$ cat config.mk
export PLATFORM = sky130hd
export DESIGN_NAME = load_store_unit_flat
export DESIGN_NICKNAME = d
export VERILOG_FILES = /design/src/rtl/load_store_unit_if.sv /design/src/rtl/load_store_unit.sv /design/src/flat_wrapper.sv
export SDC_FILE = /design/constraint.sdc
export NUM_CORES = 1
export LEC_CHECK = 0
export ABC_AREA = 0
export ABC_CLOCK_PERIOD_IN_PS = 2009
export CAP_MARGIN = 10
export CORE_ASPECT_RATIO = 1.25
export CORE_UTILIZATION = 38
export CTS_BUF_LIST = sky130_fd_sc_hd__clkbuf_8 sky130_fd_sc_hd__clkbuf_16
export DETAILED_ROUTE_END_ITERATION = 16
export PLACE_DENSITY = 0.77
export SLEW_MARGIN = 20
export SYNTH_ARGS = -nofsm -noshare
export SYNTH_HDL_FRONTEND = slang
export SYNTH_SLANG_ARGS = --single-unit
$ cat constraint.sdc
create_clock -name clk -period 2.01 [get_ports clk]
set_clock_uncertainty 0.05 [all_clocks]
set_input_delay 0.402 -clock clk [delete_from_list [all_inputs] [get_ports clk]]
set_output_delay 0.402 -clock clk [all_outputs]
set_load 0.1 [all_outputs]
$ cat src/rtl/load_store_unit_if.sv
// CPU request / memory bus / response bundle for load_store_unit.
// slave = the LSU's view, master = the view of whatever drives the LSU (CPU + memory).
interface load_store_unit_if;
   logic        req_valid;
   logic        req_ready;
   logic        req_we;
   logic [1:0]  req_size;
   logic        req_unsigned;
   logic [31:0] req_addr;
   logic [31:0] req_wdata;
   logic        mem_req;
   logic        mem_we;
   logic [31:0] mem_addr;
   logic [3:0]  mem_be;
   logic [31:0] mem_wdata;
   logic        mem_ack;
   logic [31:0] mem_rdata;
   logic        rsp_valid;
   logic [31:0] rsp_rdata;
   logic        rsp_err;

   modport slave (
      input  req_valid, req_we, req_size, req_unsigned, req_addr, req_wdata,
      input  mem_ack, mem_rdata,
      output req_ready, mem_req, mem_we, mem_addr, mem_be, mem_wdata,
      output rsp_valid, rsp_rdata, rsp_err
   );

   modport master (
      output req_valid, req_we, req_size, req_unsigned, req_addr, req_wdata,
      output mem_ack, mem_rdata,
      input  req_ready, mem_req, mem_we, mem_addr, mem_be, mem_wdata,
      input  rsp_valid, rsp_rdata, rsp_err
   );
endinterface

$ cat src/rtl/load_store_unit.sv
// Single-outstanding load/store unit: lane steering, extension, misalignment errors.
// Define LSU_TIMEOUT_EN to abort ACCESS after TIMEOUT_CYCLES cycles without mem_ack.
module load_store_unit #(
   parameter int unsigned TIMEOUT_CYCLES = 16
) (
   input  logic               clk,
   input  logic               rst_n,
   load_store_unit_if.slave   bus_if
);
   localparam logic [1:0] IDLE   = 2'd0;
   localparam logic [1:0] ACCESS = 2'd1;
   localparam logic [1:0] RESP   = 2'd2;

   if (TIMEOUT_CYCLES == 0) begin : g_bad_cfg
      $error("TIMEOUT_CYCLES must be at least 1");
   end

   logic [1:0]  state_q, state_d;
   logic        req_ready_q, req_ready_d;
   logic        mem_req_q, mem_req_d;
   logic        mem_we_q, mem_we_d;
   logic [31:0] mem_addr_q, mem_addr_d;
   logic [3:0]  mem_be_q, mem_be_d;
   logic [31:0] mem_wdata_q, mem_wdata_d;
   logic        rsp_valid_q, rsp_valid_d;
   logic [31:0] rsp_rdata_q, rsp_rdata_d;
   logic        rsp_err_q, rsp_err_d;
   logic [1:0]  size_q, size_d;
   logic        uns_q, uns_d;
   logic [1:0]  lo_q, lo_d;

   logic        misaligned_c;
   logic [3:0]  be_c;
   logic [31:0] wdata_c;
   logic [31:0] lane_c;
   logic [31:0] load_c;

`ifdef LSU_TIMEOUT_EN
   localparam int unsigned CNT_W = $clog2(TIMEOUT_CYCLES + 1);
   logic [CNT_W-1:0] cnt_q, cnt_d;
`endif

   // Request decode: alignment, byte lanes and replicated store data
   always_comb begin
      misaligned_c = (bus_if.req_size == 2'b11)
                   || (bus_if.req_size == 2'b01 && bus_if.req_addr[0])
                   || (bus_if.req_size == 2'b10 && bus_if.req_addr[1:0] != 2'b00);
      be_c    = 4'b1111;
      wdata_c = bus_if.req_wdata;
      if (bus_if.req_we) begin
         case (bus_if.req_size)
            2'b00: begin
               be_c    = 4'b0001 << bus_if.req_addr[1:0];
               wdata_c = {4{bus_if.req_wdata[7:0]}};
            end
            2'b01: begin
               be_c    = bus_if.req_addr[1] ? 4'b1100 : 4'b0011;
               wdata_c = {2{bus_if.req_wdata[15:0]}};
            end
            default: ;
         endcase
      end else begin
         wdata_c = 32'd0;
      end
   end

   // Load lane extraction and extension from the latched size/offset
   always_comb begin
      lane_c = bus_if.mem_rdata >> {lo_q, 3'b000};
      case (size_q)
         2'b00:   load_c = uns_q ? {24'd0, lane_c[7:0]}   : {{24{lane_c[7]}}, lane_c[7:0]};
         2'b01:   load_c = uns_q ? {16'd0, lane_c[15:0]}  : {{16{lane_c[15]}}, lane_c[15:0]};
         default: load_c = bus_if.mem_rdata;
      endcase
   end

   always_comb begin
      state_d     = state_q;
      req_ready_d = 1'b0;
      mem_req_d   = 1'b0;
      mem_we_d    = 1'b0;
      mem_addr_d  = 32'd0;
      mem_be_d    = 4'd0;
      mem_wdata_d = 32'd0;
      rsp_valid_d = 1'b0;
      rsp_rdata_d = 32'd0;
      rsp_err_d   = 1'b0;
      size_d      = size_q;
      uns_d       = uns_q;
      lo_d        = lo_q;
`ifdef LSU_TIMEOUT_EN
      cnt_d       = cnt_q;
`endif
      case (state_q)
         IDLE: begin
            req_ready_d = 1'b1;
            if (bus_if.req_valid) begin
               req_ready_d = 1'b0;
               size_d      = bus_if.req_size;
               uns_d       = bus_if.req_unsigned;
               lo_d        = bus_if.req_addr[1:0];
               if (misaligned_c) begin
                  state_d     = RESP;
                  rsp_valid_d = 1'b1;
                  rsp_err_d   = 1'b1;
               end else begin
                  state_d     = ACCESS;
                  mem_req_d   = 1'b1;
                  mem_we_d    = bus_if.req_we;
                  mem_addr_d  = {bus_if.req_addr[31:2], 2'b00};
                  mem_be_d    = be_c;
                  mem_wdata_d = wdata_c;
`ifdef LSU_TIMEOUT_EN
                  cnt_d       = '0;
`endif
               end
            end
         end
         ACCESS: begin
            if (bus_if.mem_ack) begin
               state_d     = RESP;
               rsp_valid_d = 1'b1;
               rsp_rdata_d = mem_we_q ? 32'd0 : load_c;
            end else begin
               mem_req_d   = mem_req_q;
               mem_we_d    = mem_we_q;
               mem_addr_d  = mem_addr_q;
               mem_be_d    = mem_be_q;
               mem_wdata_d = mem_wdata_q;
`ifdef LSU_TIMEOUT_EN
               // Last waiting cycle: give up and report an error
               if (cnt_q == CNT_W'(TIMEOUT_CYCLES - 1)) begin
                  state_d     = RESP;
                  rsp_valid_d = 1'b1;
                  rsp_err_d   = 1'b1;
                  mem_req_d   = 1'b0;
                  mem_we_d    = 1'b0;
                  mem_addr_d  = 32'd0;
                  mem_be_d    = 4'd0;
                  mem_wdata_d = 32'd0;
               end else begin
                  cnt_d = cnt_q + CNT_W'(1);
               end
`endif
            end
         end
         RESP: begin
            state_d     = IDLE;
            req_ready_d = 1'b1;
         end
         default: state_d = IDLE;
      endcase
   end

   always_ff @(posedge clk or negedge rst_n) begin
      if (!rst_n) begin
         state_q     <= IDLE;
         req_ready_q <= 1'b1;
         mem_req_q   <= 1'b0;
         mem_we_q    <= 1'b0;
         mem_addr_q  <= 32'd0;
         mem_be_q    <= 4'd0;
         mem_wdata_q <= 32'd0;
         rsp_valid_q <= 1'b0;
         rsp_rdata_q <= 32'd0;
         rsp_err_q   <= 1'b0;
         size_q      <= 2'd0;
         uns_q       <= 1'b0;
         lo_q        <= 2'd0;
`ifdef LSU_TIMEOUT_EN
         cnt_q       <= '0;
`endif
      end else begin
         state_q     <= state_d;
         req_ready_q <= req_ready_d;
         mem_req_q   <= mem_req_d;
         mem_we_q    <= mem_we_d;
         mem_addr_q  <= mem_addr_d;
         mem_be_q    <= mem_be_d;
         mem_wdata_q <= mem_wdata_d;
         rsp_valid_q <= rsp_valid_d;
         rsp_rdata_q <= rsp_rdata_d;
         rsp_err_q   <= rsp_err_d;
         size_q      <= size_d;
         uns_q       <= uns_d;
         lo_q        <= lo_d;
`ifdef LSU_TIMEOUT_EN
         cnt_q       <= cnt_d;
`endif
      end
   end

   assign bus_if.req_ready = req_ready_q;
   assign bus_if.mem_req   = mem_req_q;
   assign bus_if.mem_we    = mem_we_q;
   assign bus_if.mem_addr  = mem_addr_q;
   assign bus_if.mem_be    = mem_be_q;
   assign bus_if.mem_wdata = mem_wdata_q;
   assign bus_if.rsp_valid = rsp_valid_q;
   assign bus_if.rsp_rdata = rsp_rdata_q;
   assign bus_if.rsp_err   = rsp_err_q;
endmodule

$ cat src/flat_wrapper.sv
// flat-port wrapper written by rule: the top's interface ports become plain ports
module load_store_unit_flat 
#(
   parameter int unsigned TIMEOUT_CYCLES = 16
)
  (clk, rst_n, bus_if_req_valid, bus_if_req_we, bus_if_req_size, bus_if_req_unsigned, bus_if_req_addr, bus_if_req_wdata, bus_if_mem_ack, bus_if_mem_rdata, bus_if_req_ready, bus_if_mem_req, bus_if_mem_we, bus_if_mem_addr, bus_if_mem_be, bus_if_mem_wdata, bus_if_rsp_valid, bus_if_rsp_rdata, bus_if_rsp_err);
  load_store_unit_if bus_if_i ();
  input  logic clk;
  input  logic rst_n;
  input wire logic [$bits(bus_if_i.req_valid)-1:0] bus_if_req_valid;
  input wire logic [$bits(bus_if_i.req_we)-1:0] bus_if_req_we;
  input wire logic [$bits(bus_if_i.req_size)-1:0] bus_if_req_size;
  input wire logic [$bits(bus_if_i.req_unsigned)-1:0] bus_if_req_unsigned;
  input wire logic [$bits(bus_if_i.req_addr)-1:0] bus_if_req_addr;
  input wire logic [$bits(bus_if_i.req_wdata)-1:0] bus_if_req_wdata;
  input wire logic [$bits(bus_if_i.mem_ack)-1:0] bus_if_mem_ack;
  input wire logic [$bits(bus_if_i.mem_rdata)-1:0] bus_if_mem_rdata;
  output wire logic [$bits(bus_if_i.req_ready)-1:0] bus_if_req_ready;
  output wire logic [$bits(bus_if_i.mem_req)-1:0] bus_if_mem_req;
  output wire logic [$bits(bus_if_i.mem_we)-1:0] bus_if_mem_we;
  output wire logic [$bits(bus_if_i.mem_addr)-1:0] bus_if_mem_addr;
  output wire logic [$bits(bus_if_i.mem_be)-1:0] bus_if_mem_be;
  output wire logic [$bits(bus_if_i.mem_wdata)-1:0] bus_if_mem_wdata;
  output wire logic [$bits(bus_if_i.rsp_valid)-1:0] bus_if_rsp_valid;
  output wire logic [$bits(bus_if_i.rsp_rdata)-1:0] bus_if_rsp_rdata;
  output wire logic [$bits(bus_if_i.rsp_err)-1:0] bus_if_rsp_err;
  assign bus_if_i.req_valid = bus_if_req_valid;
  assign bus_if_i.req_we = bus_if_req_we;
  assign bus_if_i.req_size = bus_if_req_size;
  assign bus_if_i.req_unsigned = bus_if_req_unsigned;
  assign bus_if_i.req_addr = bus_if_req_addr;
  assign bus_if_i.req_wdata = bus_if_req_wdata;
  assign bus_if_i.mem_ack = bus_if_mem_ack;
  assign bus_if_i.mem_rdata = bus_if_mem_rdata;
  assign bus_if_req_ready = bus_if_i.req_ready;
  assign bus_if_mem_req = bus_if_i.mem_req;
  assign bus_if_mem_we = bus_if_i.mem_we;
  assign bus_if_mem_addr = bus_if_i.mem_addr;
  assign bus_if_mem_be = bus_if_i.mem_be;
  assign bus_if_mem_wdata = bus_if_i.mem_wdata;
  assign bus_if_rsp_valid = bus_if_i.rsp_valid;
  assign bus_if_rsp_rdata = bus_if_i.rsp_rdata;
  assign bus_if_rsp_err = bus_if_i.rsp_err;
  load_store_unit #(.TIMEOUT_CYCLES(TIMEOUT_CYCLES)) u_core (.clk(clk), .rst_n(rst_n), .bus_if(bus_if_i));
endmodule
# ---- Word level (Yosys, flattened, before mapping)
# Cells that the tools add are included.
dict set report classes {
  muxes 40
  reduce_logical 10
  eq_ne 8
  shift 2
}
# operator count
set ops {}
lappend ops {{32-bit 2-to-1 mux} 11}
lappend ops {{32-bit one-hot mux with 2 select lines} 4}
lappend ops {{32-bit by 5-bit >> shifter with 16-bit output} 1}
lappend ops {{4-bit 2-to-1 mux} 5}
lappend ops {{4-bit one-hot mux with 2 select lines} 2}
lappend ops {{1-bit 2-to-1 mux} 10}
lappend ops {{1-bit one-hot mux with 2 select lines} 4}
lappend ops {{2-bit by 1-bit equality test with 1-bit output, second input constant} 3}
lappend ops {{2-bit equality test, second input constant} 3}
lappend ops {{2-bit logical NOT} 3}
lappend ops {{2-bit 2-to-1 mux} 3}
lappend ops {{2-bit != test, second input constant} 2}
lappend ops {{2-bit one-hot mux with 2 select lines} 1}
lappend ops {{2-bit AND reduction} 2}
lappend ops {{1-bit by 2-bit left shift with 4-bit output, first input constant} 1}
lappend ops {{1-bit logical AND} 2}
lappend ops {{1-bit logical OR} 2}
lappend ops {{2-bit nonzero test} 1}
dict set report word_totals {
  in_bits 104
  output_inout_bits 105
  wordCells 73
  register_bits 112
}

# ---- Logic depth before layout (Yosys ltp)
# Gate-level depths: netlist of run 1.
dict set report logic_depth {
  depth_word 7
  depth_mapped 7
  depth_no_buf 4
}

# ---- Least setup slack after synthesis of run 1
# No wires, ideal clock.
dict set report synth_timing {
  kind {reg2reg}
  from {register u_core.mem_we_q (netlist: u_core.bus_if.mem_we)}
  to {register u_core.rsp_rdata_q[21] (netlist: u_core.bus_if.rsp_rdata[21])}
  path_slack_ns -0.393
  n_path_buf 2
  stages_incl_launch_ff 7
  required_time_ns 1.896
  t_arrival_ns 2.289
  setup_ns 0.064
  path_cell_list {dfrtp_1 nand4bb_1 buf_2 or3_4 a2111oi_4 buf_6 a21o_1}
}
dict set report synth_via {
  elab_chain_cells 3
}
# element line_no
set synth_rtl {}
lappend synth_rtl {{start, declared} load_store_unit.sv:21} ;# logic mem_we_q, mem_we_d;
lappend synth_rtl {{start signal, assigned} load_store_unit.sv:177} ;# mem_we_q <= mem_we_d;
lappend synth_rtl {{32-bit 2-to-1 mux} load_store_unit.sv:123} ;# rsp_rdata_d = mem_we_q ? 32'd0 : load_c;
lappend synth_rtl {{32-bit 2-to-1 mux} load_store_unit.sv:120} ;# if (bus_if.mem_ack) begin
lappend synth_rtl {{32-bit 2-to-1 mux} load_store_unit.sv:94} ;# case (state_q)
lappend synth_rtl {{via u_core.rsp_rdata_d[21]} load_store_unit.sv:26} ;# logic [31:0] rsp_rdata_q, rsp_rdata_d;
lappend synth_rtl {{end signal, assigned} load_store_unit.sv:182} ;# rsp_rdata_q <= rsp_rdata_d;
lappend synth_rtl {{end, declared} load_store_unit.sv:26}
# The timed path passes the listed nets, and every way through them passes these cells.
# A chain may end at the register's enable or synchronous reset.

# ---- Final worst setup path of run 1
dict set report layout_timing {
  from {input bus_if_req_valid}
  to {register u_core.mem_addr_q[2] (netlist: u_core.bus_if.mem_addr[2])}
}
dict set report layout_via {
  elab_chain_cells 2
}
# element line_no
set layout_rtl {}
lappend layout_rtl {{start, declared} flat_wrapper.sv:10} ;# input wire logic [$bits(bus_if_i.req_valid)-1:0] bus_if_req_valid;
lappend layout_rtl {{32-bit 2-to-1 mux} load_store_unit.sv:97} ;# if (bus_if.req_valid) begin
lappend layout_rtl {{32-bit one-hot mux with 2 select lines} load_store_unit.sv:94}
lappend layout_rtl {{end signal, assigned} load_store_unit.sv:178} ;# mem_addr_q <= mem_addr_d;
lappend layout_rtl {{end, declared} load_store_unit.sv:22} ;# logic [31:0] mem_addr_q, mem_addr_d;
# Every way passes these cells.

==> impl_summary.txt, run 1 <==
----------------------------------------------------
[Place]
  Routability congestion estimate from global placement ... 0.880
  Place WS ... -0.156 ns
  DPL Wire Length ... 9.86 mm
  Number of buffer cells added on primary ports ... 206

[CTS]
  Clock sinks ... 110
  Clk buf depth ... 2
  Clock slew at reported path FFs ... 0.08 ns
  Clock H-tree levels ... 3
  Number of CTS-inserted buffers ... 9
  Clock root cell ... sky130_fd_sc_hd__clkbuf_16
  CTS-repair resized insts ... 0
  Clock network latency to the later pin of the worst-skew pair ... 0.34 ns
  Clock tree from TritonCTS ... yes

[Final layout]
  Synth-to-layout area growth ... 53.1%
  FILL cells ... 1,012
  Layout Nets ... 734
  Area of combinational cells with multiple inputs ... 1810 um^2
  Share of the core filled with cells in the final layout ... 0.596
  Top library cells by usage in the layout, fill and taps aside ... sky130_fd_sc_hd__buf_4, sky130_fd_sc_hd__dfrtp_1, sky130_fd_sc_hd__clkdlybuf4s50_1, sky130_fd_sc_hd__a22o_1, sky130_fd_sc_hd__o21ai_0
  Leading cell type in the layout, fill and taps excluded ... sky130_fd_sc_hd__buf_4
  Diode count ... 0
  Area taken by flip-flops and latches ... 2760 um^2
  Fraction of final layout cells with drive strength greater than 1 ... 0.246

[Power and ir drop]
  Relative contribution of combinational cells to total power ... 0.369
  Switch Pwr ... 2.66 mW
  Design internal power ... 4.03 mW
  Total power per unit cell area ... 928 nW/um^2
  Static Leak ... 3.61 nW
  Seq pwr share ... 0.377
  Peak supply drop ... 0.000446 V
  Clk network pwr share ... 0.254
  Switching power as a share of total power ... 0.398

[Timing]
  Fmax ... 550 MHz
  Count of final hold-check violations ... 0
  Actual slew at the worst max-slew pin ... 0.578 ns
  Worst hold slack across all endpoints ... 0.407 ns
  Worst Setup Slack, final ... 0.191 ns
  Setup repair after global routing missed its margin ... false
  Final min period ... 1.82 ns
  Worst rel slew slack ... 0.614
  Final setup violation count ... 0
  Final period utilization ... 0.905
  Fin. max-slew vios ... 0

[Floorplanning]
  Floorplan Core Area ... 12,100 um^2
  Number of rows in the core area ... 45
  Die X ... 102 um
  Height of the die ... 126 um
  Die area ... 12,800 um^2
  Initial core utilization ... 0.389
  I/O pin count ... 209

[Setup path]
  Critical-path maximum fanout ... 24
  Crit path capture type ... register
  Startpoint type of the worst setup path ... input pin
  Data required time of the critical path ... 2.24 ns
  Crit Path Class ... input pin to register
  Data arrival at the endpoint of the critical path ... 2.05 ns

[Synthesis]
  Average footprint of a synthesized cell ... 11.2 um^2
  Synth cell types ... 36
  Synth warn ... 0
  Combined area of all synthesized cells ... 4710 um^2
  Sequential cell area fraction in the yosys report ... 0.585
  Synthesis-stage register bit count ... 110
  Syn Inst Count ... 419

[Drt]
  Post-detailed-route DRC marker count ... 0
  Detail-routed net length per standard cell ... 16.9 um
  Total via count after detailed routing ... 4,127
  Number of detailed-route iterations in the first pass ... 5
  Number of nets still failing antenna checks after routing ... 0
  Routed wire length ... 13.5 mm
  Count of routing violations after the opening detailed-route iteration ... 128
  Vias per std cell ... 5.17

[Min path]
  Path class of the lowest-slack min-delay path ... register to register

[Global routing]
  Gr ovfl total ... 0
  Via count of the first global-routing pass ... 4,228
  Initial antenna violation count ... 0
  Largest net degree at the start of global routing ... 70
  Global-route wire length before repair ... 21.5 mm
  Global-route usage over all layers ... 0.216

[Job]
  Count of max-cap constraint violations ... 0

[Status]
  Result of the run ... complete, no violations

----------------------------------------------------
sequential cells by signal (all words and copies together) (netlist names):
signal,cells
u_core.uns_q,1
u_core.bus_if.mem_wdata,32
u_core.size_q,2
u_core.bus_if.mem_be,4
u_core.bus_if.mem_addr,30
u_core.bus_if.req_ready,1
u_core.state_q,2
u_core.bus_if.mem_we,1
u_core.bus_if.rsp_err,1
u_core.lo_q,2
u_core.bus_if.rsp_valid,1
u_core.bus_if.rsp_rdata,32
u_core.bus_if.mem_req,1
power by group through the flow:
stage                     registers [mW]  logic [mW]  clock network, mW
after CTS                           2.52        2.48               1.75
after global routing                2.55        2.60               1.83
after global placement              2.55        2.44                  0
final                               2.52        2.47               1.70
after floorplan                     3.52       0.711                  0
after detailed placement            2.56        2.47                  0
metal layers:
layer,share of wire,vias to the layer above,global-route usage,routed length (um)
met1,0.40,1997,0.270,5450
met4,0.027,0,0.0980,370
met5,0,-,0,0
met3,0.076,26,0.0485,1020
li1,-,1911,-,-
met2,0.49,193,0.353,6660
Yosys cell counts:
library cell                count  share of area
sky130_fd_sc_hd__a2111oi_4      1         0.0058
sky130_fd_sc_hd__a211oi_1       7          0.011
sky130_fd_sc_hd__a21o_1        25          0.040
sky130_fd_sc_hd__a21oi_1       18          0.019
sky130_fd_sc_hd__a22o_1        42          0.078
sky130_fd_sc_hd__and2_1         9          0.012
sky130_fd_sc_hd__buf_1          4         0.0032
sky130_fd_sc_hd__buf_2          6         0.0064
sky130_fd_sc_hd__buf_4          2         0.0032
sky130_fd_sc_hd__buf_6          1         0.0024
sky130_fd_sc_hd__clkbuf_1      19          0.015
sky130_fd_sc_hd__clkinv_1       1        0.00080
sky130_fd_sc_hd__conb_1         1        0.00080
sky130_fd_sc_hd__dfrtp_1      109           0.58
sky130_fd_sc_hd__dfstp_2        1         0.0056
sky130_fd_sc_hd__inv_1          3         0.0024
sky130_fd_sc_hd__mux2_2         5          0.012
sky130_fd_sc_hd__mux2i_1       33          0.070
sky130_fd_sc_hd__nand2_1       38          0.030
sky130_fd_sc_hd__nand2b_1       1         0.0013
sky130_fd_sc_hd__nand3_1        1         0.0011
sky130_fd_sc_hd__nand3b_1       1         0.0016
sky130_fd_sc_hd__nand4bb_1      1         0.0024
sky130_fd_sc_hd__nor2_1        29          0.023
sky130_fd_sc_hd__nor2b_1        4         0.0053
sky130_fd_sc_hd__nor3_1         1         0.0011
sky130_fd_sc_hd__nor3b_1        2         0.0032
sky130_fd_sc_hd__o21a_1         1         0.0016
sky130_fd_sc_hd__o21ai_0       40          0.042
sky130_fd_sc_hd__o22ai_1        7         0.0093
sky130_fd_sc_hd__o2bb2ai_1      1         0.0019
sky130_fd_sc_hd__or2_2          1         0.0013
sky130_fd_sc_hd__or3_1          1         0.0013
sky130_fd_sc_hd__or3_4          1         0.0024
sky130_fd_sc_hd__or3b_2         1         0.0019
sky130_fd_sc_hd__or4_1          1         0.0016
cell families (layout without fill, tap and decap cells):
logic type             after synthesis  count (layout)  share of synthesized area
AO/OA/AOI/OAI                      142             142                      0.209
flip-flops                         110             110                      0.585
AND/OR/NAND/NOR                     92              92                     0.0898
multiplexers                        38              38                     0.0821
buffers and inverters               36             251                     0.0335
other                                1               2                   0.000796
critical path: stages:
cell	delay, ns
sky130_fd_sc_hd__clkdlybuf4s50_1	0.48
sky130_fd_sc_hd__or3b_2	0.49
sky130_fd_sc_hd__a21oi_2	0.18
sky130_fd_sc_hd__buf_4	0.30
sky130_fd_sc_hd__a22o_1	0.20
final cells by class:
type	instances	area share
flip-flops and latches	110	0.382
repair buffers	231	0.297
multi-input cells	274	0.251
clock buffers	9	0.0312
well taps	164	0.0285
clock inverters	7	0.00763
inverters	4	0.00208
metrics by stage:
stage | setup TNS, ns | cell area (um^2) | instances | total power, mW
2_1_floorplan | -0.244 | 4720 | 420 | 4.23
3_3_place_gp | -7.37 | 6920 | 782 | 4.99
3_5_place_dp | -9.14 | 6920 | 782 | 5.03
4_1_cts | 0 | 7210 | 799 | 6.74
5_1_grt | 0 | 7210 | 799 | 6.97
6_report | 0 | 7210 | 799 | 6.69
what timing repair did:
action | CTS | global route
setup buffers | 0 | 0
endpoints found under the hold margin | 34 | 0
hold buffers | 1 | 0
path summary, 6_finish.rpt:
kind                                 startpoint                     endpoint  slack [ns]  depth (start not counted)
min in group asynchronous                 rst_n  u_core.bus_if.rsp_rdata[27]        0.53                          2
max in group asynchronous                 rst_n   u_core.bus_if.mem_addr[26]        0.76                          3
hold reg to reg               u_core.state_q[0]      u_core.bus_if.req_ready        0.41                          1
setup / recovery               bus_if_req_valid    u_core.bus_if.mem_addr[2]        0.19                          5
hold / removal                u_core.state_q[0]      u_core.bus_if.req_ready        0.41                          1
setup reg to reg           u_core.bus_if.mem_we  u_core.bus_if.rsp_rdata[31]        0.21                          5
No activity file was read; power rests on OpenSTA's default activity.
==> inputs of run 2 (changes only) <==
PLACE_DENSITY = 0.83   (was 0.77)
==> impl_summary.txt, run 2 (synthesized netlist as in run 1, its figures left out) <==
----------------------------------------------------
[Status]
  Result of the run ... complete, no violations

[Timing]
  Count of final hold-check violations ... 0 (unchanged)
  Actual slew at the worst max-slew pin ... 0.544 ns (-0.0341 ns)
  Worst rel slew slack ... 0.637 (+0.0228)
  Final min period ... 1.84 ns (+0.0170 ns)
  Worst hold slack across all endpoints ... 0.412 ns (+0.00534 ns)
  Setup repair after global routing missed its margin ... false
  Final period utilization ... 0.914 (+0.00845)
  Fmax ... 545 MHz (-0.93%)
  Final setup violation count ... 0 (unchanged)
  Fin. max-slew vios ... 0 (unchanged)

[Drt]
  Vias per std cell ... 5.11 (-1.0%)
  Routed wire length ... 13.6 mm (+0.49%)
  Post-detailed-route DRC marker count ... 0 (unchanged)
  Detail-routed net length per standard cell ... 16.9 um (+0.24%)
  Number of detailed-route iterations in the first pass ... 6 (+1)
  Number of nets still failing antenna checks after routing ... 0 (unchanged)
  Total via count after detailed routing ... 4,095 (-0.78%)
  Count of routing violations after the opening detailed-route iteration ... 176 (+38%)

[Place]
  Routability congestion estimate from global placement ... 0.868 (-1.4%)
  Number of buffer cells added on primary ports ... 206 (unchanged)
  Post-placement cell count ... 784 (+0.26%)
  DPL Wire Length ... 10.2 mm (+3.7%)

[Min path]
  Launch point of the worst hold path ... u_core.state_q[0]
  Path class of the lowest-slack min-delay path ... register to register
  Hold path depth ... 1 (unchanged)

[Setup path]
  Beginning of the critical path ... bus_if_req_valid
  Crit path capture type ... register
  Critical-path maximum fanout ... 25 (+4.2%)
  Critical R2R Launch ... u_core.lo_q[1]
  Data required time of the critical path ... 2.22 ns (-0.02 ns)
  Data arrival at the endpoint of the critical path ... 2.05 ns (about the same)
  Reg2reg path depth ... 5 (unchanged)
  Startpoint type of the worst setup path ... input pin
  Crit Path Class ... input pin to register

[Floorplanning]
  I/O pin count ... 209 (unchanged)
  Die X ... 102 um (unchanged)
  Die area ... 12,800 um^2 (unchanged)
  Floorplan Core Area ... 12,100 um^2 (unchanged)
  Number of rows in the core area ... 45 (unchanged)
  Initial core utilization ... 0.389 (unchanged)
  Height of the die ... 126 um (unchanged)

[Job]
  Count of max-cap constraint violations ... 0 (unchanged)

[Power and ir drop]
  Peak supply drop ... 0.000435 V (-2.3%)
  Total power per unit cell area ... 922 nW/um^2 (-0.63%)
  Static Leak ... 3.62 nW (+0.22%)

[CTS]
  Clock slew at reported path FFs ... 0.07 ns (about the same)
  Clock sinks ... 110 (unchanged)
  Clock H-tree levels ... 3 (unchanged)
  Number of CTS-inserted buffers ... 9 (unchanged)
  Clk buf depth ... 2 (unchanged)
  CTS-repair resized insts ... 0 (unchanged)
  Clock network latency to the later pin of the worst-skew pair ... 0.34 ns (about the same)
  Clock root cell ... sky130_fd_sc_hd__clkbuf_16
  CTS Hold Bufs ... 1 (unchanged)
  Clock tree from TritonCTS ... yes
  Buffers inserted during post-CTS setup optimization ... 0 (unchanged)

[Final layout]
  Fraction of final layout cells with drive strength greater than 1 ... 0.246 (+0.000799)
  Layout Nets ... 736 (+0.27%)
  Post-Layout Cell Count ... 801 (+0.25%)
  Synth-to-layout area growth ... 53.3%
  Diode count ... 0 (unchanged)
  Top library cells by usage in the layout, fill and taps aside ... sky130_fd_sc_hd__buf_4, sky130_fd_sc_hd__dfrtp_1, sky130_fd_sc_hd__clkdlybuf4s50_1, sky130_fd_sc_hd__a22o_1, sky130_fd_sc_hd__o21ai_0
  Leading cell type in the layout, fill and taps excluded ... sky130_fd_sc_hd__buf_4

[Global routing]
  Initial antenna violation count ... 0 (unchanged)
  Gr ovfl total ... 0 (unchanged)
  Global-route wire length before repair ... 21.0 mm (-2.2%)
  Global-route usage over all layers ... 0.213 (-0.00225)
  Largest net degree at the start of global routing ... 52 (-26%)
  Via count of the first global-routing pass ... 4,171 (-1.3%)

----------------------------------------------------
run 2: cell types whose count changed in the layout (fill, tap and decap cells not counted), sizes merged:
cell,previous run,this run
inv,8,7
clkinvlp,0,1
buf,128,130
run 2: power by group:
group | internal, mW | switching [mW] | total [mW]
logic | 0.791 | 1.70 | 2.49
registers | 2.39 | 0.129 | 2.52
clock network | 0.845 | 0.803 | 1.65
total | 4.02 | 2.63 | 6.66
run 2: final timing paths:
path,slack [ns],to
min in group asynchronous,0.52,u_core.bus_if.rsp_rdata[22]
hold reg to reg,0.41,u_core.bus_if.req_ready
max in group asynchronous,0.76,u_core.bus_if.req_ready
setup reg to reg,0.24,u_core.bus_if.rsp_rdata[23]
setup / recovery,0.17,u_core.bus_if.mem_wdata[13]
hold / removal,0.41,u_core.bus_if.req_ready
run 2: layout make-up:
type,instances,area [um^2]
inverters,4,15.0
clock buffers,9,225
multi-input cells,274,1810
flip-flops and latches,110,2760
repair buffers,233,2160
well taps,164,205
clock inverters,7,48.8
fillers,1008,4880
run 2: critical path: stages:
cell and delay, ns:
sky130_fd_sc_hd__clkdlybuf4s50_1 0.48, sky130_fd_sc_hd__or3b_2 0.48, sky130_fd_sc_hd__a21oi_2 0.20, sky130_fd_sc_hd__nand2_1 0.12
sky130_fd_sc_hd__buf_12 0.17, sky130_fd_sc_hd__o21ai_0 0.19
run 2: metrics by stage:
stage / util / setup TNS, ns / power (mW) / worst slack, ns / instance area [um^2]
after detailed placement: 0.573 / -11.57 / 5.05 / -0.201 / 6940
after global placement: 0.573 / -9.21 / 5.00 / -0.137 / 6940
final: 0.596 / 0 / 6.66 / 0.174 / 7220
after global routing: 0.596 / 0 / 6.94 / 0.0686 / 7220
after floorplan: - / -0.244 / 4.23 / -0.0244 / 4720
after CTS: 0.596 / 0 / 6.70 / 0.166 / 7220
run 2: layer usage:
layer | share of wire | GRT usage
met5 | 0 | 0
met4 | 0.028 | 0.0835
met3 | 0.077 | 0.0617
met2 | 0.51 | 0.362
met1 | 0.39 | 0.252
